===== src/rtl/ex_mem_stage.sv =====
// Execute/memory pipeline register with branch resolution.
// Holds one execute result for the memory stage behind a valid/ready
// handshake. Branch conditions, SLT/SLTU results and link values are
// resolved from the ALU flags on capture. A taken control transfer raises
// a single-cycle redirect pulse toward fetch and bumps a saturating counter.
module ex_mem_stage (
   input  logic        clk,
   input  logic        rst_n,
   input  logic        in_valid,
   output logic        in_ready,
   input  logic [63:0] alu_out,
   input  logic        carry_out,
   input  logic        zero,
   input  logic        a_sign,
   input  logic        b_sign,
   input  logic [63:0] pc,
   input  logic [63:0] imm,
   input  logic [2:0]  funct3,
   input  logic        is_branch,
   input  logic        is_jal,
   input  logic        is_jalr,
   input  logic        is_slt,
   input  logic        is_sltu,
   input  logic [4:0]  rd,
   input  logic        reg_write,
   input  logic        mem_read,
   input  logic        mem_write,
   input  logic [63:0] store_data,
   input  logic        flush,
   output logic        out_valid,
   input  logic        out_ready,
   output logic [63:0] out_result,
   output logic [63:0] out_store_data,
   output logic [4:0]  out_rd,
   output logic        out_reg_write,
   output logic        out_mem_read,
   output logic        out_mem_write,
   output logic        redirect,
   output logic [63:0] redirect_pc,
   output logic [31:0] taken_count
);

   logic        valid_q,       valid_d;
   logic [63:0] result_q,      result_d;
   logic [63:0] store_data_q,  store_data_d;
   logic [4:0]  rd_q,          rd_d;
   logic        reg_write_q,   reg_write_d;
   logic        mem_read_q,    mem_read_d;
   logic        mem_write_q,   mem_write_d;
   logic        redirect_q,    redirect_d;
   logic [63:0] redirect_pc_q, redirect_pc_d;
   logic [31:0] taken_count_q, taken_count_d;

   logic        in_fire;
   logic        out_fire;
   logic        lt_u;
   logic        lt_s;
   logic        branch_cond;
   logic        taken;
   logic [63:0] link_pc;
   logic [63:0] target;
   logic [63:0] result_new;

   // Handshake: a flush blocks acceptance so it always wins over a new entry.
   always_comb begin
      in_ready = (!valid_q || out_ready) && !flush;
      in_fire  = in_valid && in_ready;
      out_fire = valid_q && out_ready;
   end

   // Resolve comparisons, branch outcome, writeback value and fetch target.
   always_comb begin
      // carry_out=0 on A-B means a borrow, i.e. A < B unsigned.
      lt_u = !carry_out;
      // With differing signs the negative operand is smaller; otherwise the
      // difference cannot overflow and its sign bit decides.
      lt_s = (a_sign != b_sign) ? a_sign : alu_out[63];
      case (funct3)
         3'b000:  branch_cond = zero;
         3'b001:  branch_cond = !zero;
         3'b100:  branch_cond = lt_s;
         3'b101:  branch_cond = !lt_s;
         3'b110:  branch_cond = lt_u;
         3'b111:  branch_cond = !lt_u;
         default: branch_cond = 1'b0;
      endcase
      taken   = (is_branch && branch_cond) || is_jal || is_jalr;
      link_pc = pc + 64'd4;
      if (is_jalr) target = {alu_out[63:1], 1'b0};
      else         target = pc + imm;
      if (is_slt)                 result_new = {63'b0, lt_s};
      else if (is_sltu)           result_new = {63'b0, lt_u};
      else if (is_jal || is_jalr) result_new = link_pc;
      else                        result_new = alu_out;
   end

   // Next-state for the held entry, redirect pulse and taken counter.
   always_comb begin
      valid_d       = valid_q;
      result_d      = result_q;
      store_data_d  = store_data_q;
      rd_d          = rd_q;
      reg_write_d   = reg_write_q;
      mem_read_d    = mem_read_q;
      mem_write_d   = mem_write_q;
      redirect_d    = 1'b0;
      redirect_pc_d = redirect_pc_q;
      taken_count_d = taken_count_q;
      if (flush) begin
         valid_d = 1'b0;
      end else if (in_fire) begin
         valid_d      = 1'b1;
         result_d     = result_new;
         store_data_d = store_data;
         rd_d         = rd;
         reg_write_d  = reg_write;
         mem_read_d   = mem_read;
         mem_write_d  = mem_write;
      end else if (out_fire) begin
         valid_d = 1'b0;
      end
      // Counter moves in the same edge the pulse rises so it already
      // includes the transfer being announced.
      if (in_fire && taken) begin
         redirect_d    = 1'b1;
         redirect_pc_d = target;
         if (taken_count_q != 32'hFFFF_FFFF) taken_count_d = taken_count_q + 32'd1;
      end
   end

   // State registers, cleared asynchronously.
   always_ff @(posedge clk or negedge rst_n) begin
      if (!rst_n) begin
         valid_q       <= 1'b0;
         result_q      <= '0;
         store_data_q  <= '0;
         rd_q          <= '0;
         reg_write_q   <= 1'b0;
         mem_read_q    <= 1'b0;
         mem_write_q   <= 1'b0;
         redirect_q    <= 1'b0;
         redirect_pc_q <= '0;
         taken_count_q <= '0;
      end else begin
         valid_q       <= valid_d;
         result_q      <= result_d;
         store_data_q  <= store_data_d;
         rd_q          <= rd_d;
         reg_write_q   <= reg_write_d;
         mem_read_q    <= mem_read_d;
         mem_write_q   <= mem_write_d;
         redirect_q    <= redirect_d;
         redirect_pc_q <= redirect_pc_d;
         taken_count_q <= taken_count_d;
      end
   end

   // Control strobes are qualified so a stale entry never drives memory.
   always_comb begin
      out_valid      = valid_q;
      out_result     = result_q;
      out_store_data = store_data_q;
      out_rd         = rd_q;
      out_reg_write  = valid_q && reg_write_q;
      out_mem_read   = valid_q && mem_read_q;
      out_mem_write  = valid_q && mem_write_q;
      redirect       = redirect_q;
      redirect_pc    = redirect_pc_q;
      taken_count    = taken_count_q;
   end

endmodule


===== config.mk =====
export PLATFORM = sky130hd
export DESIGN_NAME = ex_mem_stage
export DESIGN_NICKNAME = d
export VERILOG_FILES = /design/src/rtl/ex_mem_stage.sv
export SDC_FILE = /design/constraint.sdc
export NUM_CORES = 1
export LEC_CHECK = 0
export BUFFER_PORTS_ARGS = -buffer_cell sky130_fd_sc_hd__buf_2
export CAP_MARGIN = 20
export CORE_AREA = 5 5 199 201
export CTS_CLUSTER_DIAMETER = 50
export DETAILED_ROUTE_END_ITERATION = 12
export DIE_AREA = 0 0 204 206
export PLACE_DENSITY = 0.63
export SLEW_MARGIN = 20
export SYNTH_ARGS = -nofsm -noshare
export SYNTH_HDL_FRONTEND = slang
export SYNTH_SLANG_ARGS = --single-unit

===== constraint.sdc =====
create_clock -name clk -period 5 [get_ports clk]
set_input_delay 0.25 -clock clk [delete_from_list [all_inputs] [get_ports clk]]
set_output_delay 0.25 -clock clk [all_outputs]
set_load 0.1 [all_outputs]

==> impl_metrics.toml <==
[run_status]
status = "completed"

[drt]
ant_nets = 0
vias_per_cell = 5.50
drtIter0Drc = 899
wl_mm = 62.4
num_vias = 15000
wl_per_cell_um = 22.8
drc = 0
firstDrtPassIters = 7

[timing]
finalSetupTns_ns = 0
rsz0062_at_grt = "false"
fmax_mhz = 333
slew_headroom = 0.267
hold_viol = 0
setup_viol = 0
fin_crit_sh = 0.601
setup_slack_ns = 2.00
fin_crit_ns = 3.00
skew_ns = 0.0135
tightest_slew_ns = 1.10
final_max_slew_viol_count = 0

[worst_setup_path]
critPathArrivalTime_ns = 3.41
cp-end-kind = "flip-flop"
cp_data_required_time_ns = 5.41
path_buf_inv = 1
worstPathCellList = "buf_2, ha_1, fa_1, a21o_1, a31oi_1, o21a_1, a311o_1, a21oi_2, a41oi_2, o41ai_4, a21oi_1, mux2i_1, a211o_1"
cpPeakStageDelay_ns = 0.54
critPathKind = "primary input to flip-flop"
cp_top_family = "compound AO/OA/AOI/OAI gates"
crit_fanout = 5
startpoint_type = "primary input"
crit_slowest_cell = "o41ai_4"

[finish]
fin_area_sq_um = 19700
fillers = 3493
areaGrowthSynthToFinish_pct = 34.3
drive_gt1_frac = 0.307
regArea_sq_um = 5860
fin_util = 0.527
nets = 2540
final_cell_mix = "buf_2, dfrtp_1, nand2_1, o21ai_0, a21oi_1"
layout_commonest_cell = "buf_2"
multi_input_area_sq_um = 8450

[floorplanning]
die_h_um = 206
boundaryPins = 516
initial_utilization = 0.393
die_area_sq_um = 42000
core_sq_um = 37400
num_rows = 71
die_w_um = 204

[clock_network]
clock_latency_ns = 0.54
clock_sinks = 234
cts_buffers = 35
clkSlewWorstSetupHoldPaths_ns = 0.05
cts_tree = "yes"
cts_max_level = 2
cts.root.buffer_cell = "clkbuf_16"
cts_resized = 0
cts_buffer_depth = 3

[yosys]
ys_seq_area_frac = 0.399
syn_avg_cell_area_sq_um = 9.04
synth_seq_cells = 234
syn-num-nets = 1971
synth_compound_area_frac = 0.198
async_flop_share = 1.00
ys_warn_count = 0
synth_fa_ha_area_frac = 0.0574
yosysUniqueCellTypes = 70
synth.mux.area_fraction = 0.0630
synth_ff_type = "dfrtp_1"
synth_edf_count = 0
syn_area_sq_um = 14700
synth_top_family_by_area = "compound AO/OA/AOI/OAI gates"
synthSimpleGateAreaFrac = 0.165
syn_inst = 1624
synth-xor-area-share = 0.0895

[pwr]
p_per_area_nw_per_um2 = 430
total_leakage_power_nw = 9.54
pwr-share-clk = 0.278
switching_share = 0.487
total_power_mw = 8.48
max-vdd-ir-drop_mv = 0.289
p_int_mw = 4.34
p_switching_mw = 4.13
seq_power_share = 0.278
combPwrFrac = 0.444

[placement]
hpwl_mm = 46.9
io_buffers = 515
dp_slack_ns = 1.52
gp_congestion = 0.962
dpl_cell_area_sq_um = 17700

[grt]
grt_pass1_wl_mm = 91.7
grt_max_degree = 124
gr-usage-all-layers = 0.283
antenna_found_initial = 10
grt_pass1_vias = 15100
grt.overflow.total = 0

[run]
max-cap-violations = 0

[min_path]
hp-class = "primary input to flip-flop"
## registers in the layout, indices dropped and copies added, names as in the netlist
register and flops:
out_result 64, out_store_data 64, redirect_pc 64, taken_count 32, out_rd 5, mem_read_q 1, mem_write_q 1, out_valid 1
redirect 1, reg_write_q 1
## cell usage after synthesis, types with 13 or more instances
library cell / number / area, sq um
ha_1: 65 / 813
xnor2_1: 86 / 753
mux2_2: 73 / 822
nand4_1: 34 / 213
o21ai_0: 134 / 671
nor2_1: 102 / 383
a22o_1: 43 / 377
nor3_1: 16 / 80.1
o21ai_1: 15 / 75.1
and2_1: 15 / 93.8
and3_1: 44 / 275
dfrtp_1: 234 / 5860
a21o_1: 35 / 263
nand2_1: 200 / 751
o21bai_1: 13 / 97.6
a31oi_1: 17 / 106
o21a_1: 14 / 105
nand3_1: 65 / 325
a21oi_1: 122 / 611
inv_1: 26 / 97.6
xor2_1: 64 / 561
clkbuf_1: 76 / 285
## cell families after synthesis
logic type,after synthesis
adder cells (fa/ha/maj),67
flip-flops,234
AND/OR/NAND/NOR,520
buffers and inverters,110
multiplexers,83
AO/OA/AOI/OAI,460
XOR/XNOR,150
## timing repair
action,4_1_cts,5_1_grt
hold buffers,88,0
buffers inserted,0,0
endpoints found under the hold margin,209,0
## metrics by stage
step | std cells | hold slack [ns]
floorplan | 1624 | -0.0456
global placement | 2579 | 0.399
detailed placement | 2579 | 0.402
CTS | 2725 | 0.00117
global route | 2732 | 0.0299
finish | 2733 | 0.0296
## worst register-to-register path, delay by kind of cell, from the launching register on
family                    cells  cell delay, ns
DFF                           1            0.42
and+or+nand+nor               5            1.09
buffers and inverters         2            0.70
xor gates and xnor gates      1            0.14
AOI/OAI and AO/OA             1            0.40
## final timing paths
path,endpoint,start,slack (ns),depth (start not counted)
setup / recovery,redirect_pc[48],pc[0],2.00,13
hold / removal,redirect_pc[7],alu_out[7],0.03,3
setup reg to reg,taken_count[28],out_valid,2.15,9
hold reg to reg,redirect_pc[12],redirect_pc[12],0.47,2
max in group asynchronous,out_result[43],rst_n,3.42,3
min in group asynchronous,out_store_data[43],rst_n,0.39,2
## power by group through the flow
| stage | sequential (mW) | clock (mW) | combinational (mW) |
|---|---|---|---|
| after detailed placement | 2.38 | 0 | 3.69 |
| after global routing | 2.39 | 2.48 | 3.92 |
| after CTS | 2.35 | 2.40 | 3.76 |
| after global placement | 2.37 | 0 | 3.68 |
| final | 2.36 | 2.36 | 3.76 |
| after floorplan | 4.39 | 0 | 0.824 |
## per-layer routing
layer	vias to the layer above	global-route usage	wire (um)
met3	114	0.0827	5420
met2	643	0.496	30800
li1	6984	-	-
met4	4	0.101	2310
met1	7298	0.331	23900
met5	-	0	27
## cell type report
type | instances | area share
diodes | 8 | 0.00102
clock buffers | 45 | 0.0484
clock inverters | 13 | 0.00647
inverters | 27 | 0.00514
multi-input cells | 1280 | 0.428
flip-flops and latches | 234 | 0.297
well taps | 511 | 0.0324
repair buffers | 615 | 0.181
Power figures use the tool's default switching activity.
